===== config.mk =====
export PLATFORM = sky130hd
export DESIGN_NAME = fp_mac_sequencer
export DESIGN_NICKNAME = d
export VERILOG_FILES = /design/src/rtl/fp_mac_sequencer_pkg.sv /design/src/rtl/fp_mac_sequencer_watchdog.sv /design/src/rtl/fp_mac_sequencer.sv
export SDC_FILE = /design/constraint.sdc
export NUM_CORES = 1
export LEC_CHECK = 0
export BUFFER_PORTS_ARGS = -buffer_cell sky130_fd_sc_hd__buf_2
export CORE_MARGIN = 2
export CORE_UTILIZATION = 35
export DETAILED_ROUTE_END_ITERATION = 12
export PLACE_DENSITY = 0.61
export SLEW_MARGIN = 20
export SYNTH_ARGS = -nofsm -noshare
export SYNTH_HDL_FRONTEND = slang
export SYNTH_SLANG_ARGS = --single-unit

===== constraint.sdc =====
create_clock -name clk -period 2.3 [get_ports clk]
set_input_delay 0.345 -clock clk [delete_from_list [all_inputs] [get_ports clk]]
set_output_delay 0.345 -clock clk [all_outputs]
set_load 0.01 [all_outputs]

===== src/rtl/fp_mac_sequencer_pkg.sv =====
// fp_mac_sequencer_pkg: shared opcodes, core opcodes, FSM state encodings and
// small decode helpers for the fp32 MAC custom-instruction sequencer.
package fp_mac_sequencer_pkg;

  // CPU-side custom-instruction opcodes carried on n
  localparam logic [1:0] OP_CLR = 2'd0;
  localparam logic [1:0] OP_MAC = 2'd1;
  localparam logic [1:0] OP_ADD = 2'd2;
  localparam logic [1:0] OP_RD  = 2'd3;

  // Opcodes understood by the downstream FP add/sub/mul core
  localparam logic [1:0] CORE_ADD = 2'd0;
  localparam logic [1:0] CORE_MUL = 2'd2;

  // Width of the watchdog counter; TIMEOUT must fit in it
  localparam int WD_W = 5;

  // Sequencer states, kept as plain constants so older blocks can share them
  typedef logic [2:0] state_t;
  localparam state_t ST_IDLE     = 3'd0;
  localparam state_t ST_MUL_ISS  = 3'd1;
  localparam state_t ST_MUL_WAIT = 3'd2;
  localparam state_t ST_ADD_ISS  = 3'd3;
  localparam state_t ST_ADD_WAIT = 3'd4;
  localparam state_t ST_FIN      = 3'd5;

  // True in the single-cycle states that strobe core_start
  function automatic logic is_issue_state(input state_t s);
    return (s == ST_MUL_ISS) || (s == ST_ADD_ISS);
  endfunction

  // True while waiting on the core, where core_done is honoured
  function automatic logic is_wait_state(input state_t s);
    return (s == ST_MUL_WAIT) || (s == ST_ADD_WAIT);
  endfunction

endpackage


===== src/rtl/fp_mac_sequencer_watchdog.sv =====
// fp_mac_sequencer_watchdog: small up-counter that measures how long the
// sequencer has been waiting on the FP core and flags when the limit is hit.
module fp_mac_sequencer_watchdog
  import fp_mac_sequencer_pkg::*;
#(
  parameter int TIMEOUT = 31
) (
  input  logic            clk,
  input  logic            reset,
  input  logic            en,
  input  logic            clr,
  input  logic            inc,
  output logic [WD_W-1:0] count,
  output logic            timeout
);

  localparam logic [WD_W-1:0] LIMIT = WD_W'(TIMEOUT);

  logic [WD_W-1:0] cnt;

  // Count waiting cycles; clear on issue, freeze whenever the CPU clock enable is low
  always_ff @(posedge clk) begin
    if (reset) begin
      cnt <= '0;
    end else if (en) begin
      if (clr) begin
        cnt <= '0;
      end else if (inc) begin
        cnt <= cnt + 1'b1;
      end
    end
  end

  assign count   = cnt;
  assign timeout = (cnt == LIMIT);

endmodule


===== src/rtl/fp_mac_sequencer.sv =====
// fp_mac_sequencer: Nios II multi-cycle custom-instruction front end. Holds an
// fp32 accumulator and runs CLR / MAC / ADD / RD by issuing add and multiply
// commands to an external FP core over its start/done/n handshake. No FP math
// happens here; operands and results are moved bit-exact.
module fp_mac_sequencer
  import fp_mac_sequencer_pkg::*;
#(
  parameter int MUL_LAT = 5,
  parameter int ADD_LAT = 7,
  parameter int TIMEOUT = 31
) (
  input  logic        clk,
  input  logic        reset,
  input  logic        clk_en,
  input  logic        start,
  input  logic [1:0]  n,
  input  logic [31:0] dataa,
  input  logic [31:0] datab,
  output logic [31:0] result,
  output logic        done,
  output logic        err,
  output logic        core_start,
  output logic [1:0]  core_n,
  output logic [31:0] core_dataa,
  output logic [31:0] core_datab,
  output logic        core_clk_en,
  input  logic [31:0] core_result,
  input  logic        core_done
);

  // Earliest watchdog count at which a well-behaved core may raise done
  localparam logic [WD_W-1:0] MUL_EARLY = WD_W'(MUL_LAT - 1);
  localparam logic [WD_W-1:0] ADD_EARLY = WD_W'(ADD_LAT - 1);

  state_t          state;
  logic [31:0]     acc;
  logic            err_q;
  logic [1:0]      core_n_q;
  logic [31:0]     core_dataa_q;
  logic [31:0]     core_datab_q;
  logic            in_iss;
  logic            in_wait;
  logic            wd_clr;
  logic            wd_inc;
  logic            wd_timeout;
  logic [WD_W-1:0] wd_cnt;

  assign in_iss  = is_issue_state(state);
  assign in_wait = is_wait_state(state);

  // The watchdog restarts on every issue and only runs while the core owes an answer
  assign wd_clr = in_iss;
  assign wd_inc = in_wait && !core_done && !wd_timeout;

  fp_mac_sequencer_watchdog #(
    .TIMEOUT (TIMEOUT)
  ) u_watchdog (
    .clk     (clk),
    .reset   (reset),
    .en      (clk_en),
    .clr     (wd_clr),
    .inc     (wd_inc),
    .count   (wd_cnt),
    .timeout (wd_timeout)
  );

  // Main sequencer: decodes the CPU opcode, walks the core through mul then add, and updates acc
  always_ff @(posedge clk) begin
    if (reset) begin
      state        <= ST_IDLE;
      acc          <= '0;
      err_q        <= 1'b0;
      core_n_q     <= CORE_ADD;
      core_dataa_q <= '0;
      core_datab_q <= '0;
    end else if (clk_en) begin
      case (state)
        ST_IDLE: begin
          if (start) begin
            case (n)
              OP_CLR: begin
                acc   <= '0;
                err_q <= 1'b0;
                state <= ST_FIN;
              end
              OP_MAC: begin
                core_dataa_q <= dataa;
                core_datab_q <= datab;
                core_n_q     <= CORE_MUL;
                state        <= ST_MUL_ISS;
              end
              OP_ADD: begin
                core_dataa_q <= acc;
                core_datab_q <= dataa;
                core_n_q     <= CORE_ADD;
                state        <= ST_ADD_ISS;
              end
              default: begin
                state <= ST_FIN;
              end
            endcase
          end
        end
        ST_MUL_ISS: begin
          state <= ST_MUL_WAIT;
        end
        ST_MUL_WAIT: begin
          if (core_done) begin
            core_dataa_q <= acc;
            core_datab_q <= core_result;
            core_n_q     <= CORE_ADD;
            state        <= ST_ADD_ISS;
          end else if (wd_timeout) begin
            err_q <= 1'b1;
            state <= ST_FIN;
          end
        end
        ST_ADD_ISS: begin
          state <= ST_ADD_WAIT;
        end
        ST_ADD_WAIT: begin
          if (core_done) begin
            acc   <= core_result;
            state <= ST_FIN;
          end else if (wd_timeout) begin
            err_q <= 1'b1;
            state <= ST_FIN;
          end
        end
        ST_FIN: begin
          state <= ST_IDLE;
        end
        default: begin
          state <= ST_IDLE;
        end
      endcase
    end
  end

  // Strobes are decoded from state and masked by reset so a reset cycle never issues or completes
  assign core_start  = in_iss && !reset;
  assign done        = (state == ST_FIN) && !reset;
  assign result      = acc;
  assign err         = err_q;
  assign core_n      = core_n_q;
  assign core_dataa  = core_dataa_q;
  assign core_datab  = core_datab_q;
  assign core_clk_en = clk_en;

  // Catch a core that answers earlier than its configured latency allows
  always_ff @(posedge clk) begin
    if (!reset && clk_en) begin
      if (state == ST_MUL_WAIT && wd_cnt < MUL_EARLY) begin
        assert (!core_done);
      end
      if (state == ST_ADD_WAIT && wd_cnt < ADD_EARLY) begin
        assert (!core_done);
      end
    end
  end

endmodule

After elaboration in Yosys (flattened, before gate mapping)
Index checks and enable logic that the tools add are counted.

Register bits after elaboration: 107. Input port bits: 103. Logic and storage cells: 72.

Add/subtract/negate cells: 1. Equal/unequal tests: 15. Multiplexer cells: 28. Reduce and logical (&&, ||, !) cells: 21.

Operators with widths (number): 32-bit case mux with 2 select lines (5); 32-bit 2-to-1 mux (6); 3-bit case mux with 5 select lines (1); 3-bit 2-to-1 mux (4); 5-bit 2-to-1 mux (2); 5-bit AND reduction (2); 2-bit inequality test (second input constant) (4); 2-bit case mux with 2 select lines (2); 2-bit nonzero test (4); 3-bit by 2-bit equality test with 1-bit output (second input constant) (2); 3-bit equality test (second input constant) (2); 3-bit case mux with 2 select lines (1); 6-bit AND reduction (1); 5-bit by 1-bit adder with 5-bit output (second input constant) (1); 5-bit equality test (second input constant) (1); 1-bit logical AND (4); 1-bit 2-to-1 mux (4); 2-bit 2-to-1 mux (2); 2-bit by 1-bit inequality test with 1-bit output (second input constant) (2); 2-bit AND reduction (2); 3-bit by 1-bit equality test with 1-bit output (second input constant) (1); 1-bit logical NOT (3); 3-bit logical NOT (1); 3-bit by 1-bit inequality test with 1-bit output (second input constant) (1); 6 further kinds (7).

Longest topological paths before layout
Word-level depth: 6. Mapped depth: 9. Depth with buffers taken out: 7.

Modules after synthesis
Synthesis repeated with hierarchy kept, for this count alone.

Cell total of the unflattened synthesis: 619. Area, all modules: 4999.8 µm².

By module, submodules not included: fp_mac_sequencer (instances 1, cells each 593, area each 4758.3 µm², seq. area each 2021.9 µm²); fp_mac_sequencer_watchdog (instances 1, cells each 26, area each 241.5 µm², seq. area each 100.1 µm²).

Worst setup path after synthesis
No wires, ideal clock.

Path type: input port to flip-flop. From: in n[0]. To: reg acc[18], in the netlist result[18]. Arrival time: 1.711 ns. Slack: 0.456 ns. Cell stages on the path: 7. Path buffers: 1. Cell sequence: inv_1 ha_1 nand3b_1 a2111oi_4 clkbuf_1 nand2b_1 a21oi_1.

Cells in the longest elaborated chain, start to end: 3.

Ends and longest elaborated chain: start, declared (RTL line fp_mac_sequencer.sv:16) `input logic [1:0] n,`; 2-bit logical NOT (RTL line fp_mac_sequencer.sv:80) `case (n)`; 2-bit by 1-bit inequality test with 1-bit output (no source line); 5-bit AND reduction (no source line); end signal, assigned (RTL line fp_mac_sequencer.sv:123) `acc <= core_result;`; end, declared (RTL line fp_mac_sequencer.sv:36) `logic [31:0] acc;`.

No other way between the ends. A chain may end at the register's enable or synchronous reset.

Final worst setup path
From: reg u_watchdog.cnt[0], in the netlist u_watchdog.count[0]. To: reg u_watchdog.cnt[1], in the netlist u_watchdog.count[1].

Cells in the longest elaborated chain, start to end: 5. Elaborated cells on any way between the ends: 8. Classes of those cells: add/sub (1); eq/ne (1); mux (2); reduce/logical (4).

Ends and longest elaborated chain: start, declared (RTL line fp_mac_sequencer_watchdog.sv:19) `logic [WD_W-1:0] cnt;`; start signal, assigned (RTL line fp_mac_sequencer_watchdog.sv:29) `cnt <= cnt + 1'b1;`; parallel branches: the longest is 5 deep, another holds 5-bit by 1-bit adder with 5-bit output.

Several ways; the timed one is not identified. The select of a mux whose other input is x is not followed.

==> metrics.md <==
| Metric | Value |
|---|---|
| Status | `complete, no violations` |
| Worst Max-Slew Pin Slew | `approximately 0.67 ns` |
| Crit path from | `u_watchdog.count[0]$_SDFFE_PP0P_` |
| Total global-route track usage | `0.2201` |
| CP endpoint kind | `register` |
| Hold Path End | `core_datab[11]$_SDFFE_PP0P_` |
| Library cells used by synthesis | `36` |
| Vias per inst | `approximately 5.6` |
| Synth Area in Simple Gates | `0.1739` |
| Hold Crit Class | `in2reg` |
| Worst path most repeated cell | `ha_1` |
| Via count | `between 5000 and 6000` |
| Placer Congestion | `0.8377` |
| Worst-path maximum fanout | `5` |
| Main synth FF type | `dfxtp_1` |
| Compound-cell area share of the yosys netlist | `0.2773` |
| Max-cap viol count | `0` |
| Multiplexer area fraction after synthesis | `0.06108` |
| Fill count | `~1400` |
| Crit path cell chain | `ha_1 -> and3_1 -> ha_1 -> nor2_1 -> a211oi_1 -> nand2b_1 -> o21ai_0` |
| Synth Net Count | `751` |
| Layout area overhead | `29.35%` |
| Pwr Density | `~670 nW/µm²` |
| Drt pass-1 iters | `5` |
| Worst Slack Setup Final | `0.3454 ns` |
| Avg Inst Size Synth | `approximately 8.2 µm²` |
| ANT cells | `0` |
| Cell with the most instances after synthesis | `dfxtp_1` |
| Synth warn | `0` |
| Worst Path Required | `between 2 and 3 ns` |
| Placeable Area | `between 10000 and 15000 µm²` |
| TritonCTS Buffers | `9` |
| Drt wl/cell | `18.06 µm` |
| Critical R2R Capture | `u_watchdog.count[1]$_SDFFE_PP0P_` |
| Die W | `126.4 µm` |
| Proportion of netlist area held by the largest area contributor | `0.4047` |
| First-pass GRT wire length | `between 20 and 30 mm` |
| Slowest CP cell | `a211oi_1` |
| DP Cell Count | `just under 1000` |
| Maximum clock path buffer count | `2` |
| TritonCTS clock tree | `yes` |
| Mapped cell area | `5244 µm²` |
| Postcts setup bufs | `0` |
| GRT overflow | `0` |
| Clock sink total | `approximately 110` |
| Pin count of the biggest net entering global routing | `between 50 and 60` |
| Worst Setup Start Kind | `register` |
| DR iter-0 viols | `between 400 and 500` |
| RSZ-0062 raised after global routing | `no` |
| Static Leakage | `2.840 nW` |
| Setup Crit Path Kind | `reg2reg` |
| Setup TNS | `0 ns` |
| Post-synth top cells | `dfxtp_1 (106), a21oi_1 (103), nand2_1 (101)` |
| # IOs | `205` |
| Die height | `126.4 µm` |
| Slew Limit Fails | `0` |
| Fraction of layout cells with a size suffix above 1 | `0.3122` |
| Hold_sp | `reset` |
| Final ANT Viol Nets | `0` |
| Worst r2r src | `u_watchdog.count[0]$_SDFFE_PP0P_` |
| Finished Layout Cells | `between 1000 and 1500` |
| Max-slew headroom | `0.5561` |
| Nets | `roughly 920` |
| H-tree levels | `3` |
| Cts-stage hold buffer count | `0` |
| Largest family of logic cells by synthesized area | `compound AO/OA/AOI/OAI gates` |
| Antenna violations before repair | `0` |
| Die area | `between 15000 and 20000 µm²` |
| Mapped Cells | `642` |
| Final hold violations | `0` |
| DRC viols | `0` |
| Critical path arrival | `roughly 2.2 ns` |
| Synth Area in XOR/XNOR | `0` |
| Adder-Cell Fraction of Synth Area | `0.01432` |
| Seq/Total Area, Yosys | `0.4047` |
| Reg-to-reg setup timing slack | `about 0.35 ns` |
| WL final | `between 15 and 20 mm` |
| Seq cells post-synth | `106` |
| Setup violations, final | `0` |
| R2R cell count | `7` |
| Clock Latency Late Sink | `0.35 ns` |
| Dpl hpwl | `approximately 13 mm` |
| Worst-path clk slew | `roughly 0.07 ns` |
| Initial Utilization | `0.3594` |
| FP Rows | `44` |
| I/O Buffers | `203` |
| Crit share post-route | `0.8498` |
| Overall power | `approximately 4.5 mW` |
| Layout Skew | `just under 0.008 ns` |
| Dpl ws | `around 0.25 ns` |
| Worst vdd ir | `~0.00039 V` |
| Hold depth | `2` |
| Minimum clock period after layout | `1.955 ns` |
| Yosys top cell by area | `dfxtp_1` |
| CTS-repair resized insts | `0` |
| Vias in the first global route | `around 5300` |
| Top cells by area, synth | `dfxtp_1 (40%), a21oi_1 (9.8%), nand2_1 (7.2%), mux2i_1 (6.1%), o2111ai_1 (5.5%)` |
| Clk root buf | `clkbuf_16` |
| Fmax achieved | `between 500 and 600 MHz` |
| Post-synth ARST share | `0` |
| EDFF count, synth | `0` |
| Critical path's largest stage delay | `~0.54 ns` |
[per-stage QoR]
stage | cell area [µm²] | hold slack [ns] | util
5_1_grt | 6783 | 0.2463 | 0.4649
3_5_place_dp | 6462 | 0.4650 | 0.4430
2_1_floorplan | 5244 | 0.4366 | -
3_3_place_gp | 6462 | 0.4588 | 0.4430
4_1_cts | 6783 | 0.2410 | 0.4649
6_report | 6783 | 0.2529 | 0.4649
[sequential cells by signal, summed over array words and instances (netlist names)]
signal            cells
core_dataa           32
core_datab           32
result               32
u_watchdog.count      5
state                 3
core_n                1
err                   1
[metal layers]
layer / global-route usage / part of all wire
met1: 0.2909 / 0.44
met2: 0.3551 / 0.46
met3: 0.06369 / 0.086
met4: 0.05365 / 0.013
met5: 0 / 0
[cell usage in the layout (no fill, tap or decap), types with 4 or more instances in the layout]
master and n:
a211oi_1 4, a21oi_1 103, a311oi_1 32, buf_12 5
buf_2 202, buf_4 23, clkbuf_16 9, dfxtp_1 106
ha_1 5, inv_1 7, mux2i_1 32, nand2_1 101
nand2b_1 38, nand3_1 34, nor2_1 5, o2111ai_1 33
o211ai_1 6, o21ai_0 41
[final cells by class]
class / instances / area, µm² / share of cell area
Clock inverter: 5 / 77.57 / 0.01144
Multi-Input combinational cell: 461 / 2800 / 0.4128
Clock buffer: 11 / 242.7 / 0.03579
Inverter: 7 / 26.28 / 0.003874
Tap cell: 184 / 230.2 / 0.03394
Timing Repair Buffer: 230 / 1284 / 0.1893
Sequential cell: 106 / 2122 / 0.3129
[kinds of logic after synthesis]
logic type	count (synthesis)
multiplexers	32
AND/OR/NAND/NOR	194
other	1
flip-flops	106
AO/OA/AOI/OAI	228
adder cells (fa/ha/maj)	6
buffers and inverters	75
[power breakdown]
| group | total [mW] | leakage, nW | switching, mW | internal (mW) |
|---|---|---|---|---|
| sequential | 1.96 | 0.859 | 0.0449 | 1.91 |
| combinational | 0.899 | 1.82 | 0.561 | 0.338 |
| clock | 1.69 | 0.156 | 0.710 | 0.982 |
| total | 4.55 | 2.84 | 1.32 | 3.23 |
[worst max-delay path by stage]
stage | to | slack, ns | cells past startpoint
4_1_cts | u_watchdog.count[1]$_SDFFE_PP0P_ | 0.35 | 7
5_1_grt | u_watchdog.count[4]$_SDFFE_PP0P_ | 0.16 | 7
3_5_place_dp | result[25]$_SDFFE_PP0P_ | 0.25 | 8
3_3_place_gp | result[0]$_SDFFE_PP0P_ | 0.31 | 8
2_1_floorplan | result[18]$_SDFFE_PP0P_ | 0.46 | 7
6_report | u_watchdog.count[1]$_SDFFE_PP0P_ | 0.35 | 7
[critical path, delay by kind of cell (launching register included)]
family	cells	cell delay [ns]
compound gates	2	0.64
simple gates	3	0.44
fa+ha+maj	2	0.38
flops	1	0.37
Power figures use the tool's default switching activity.
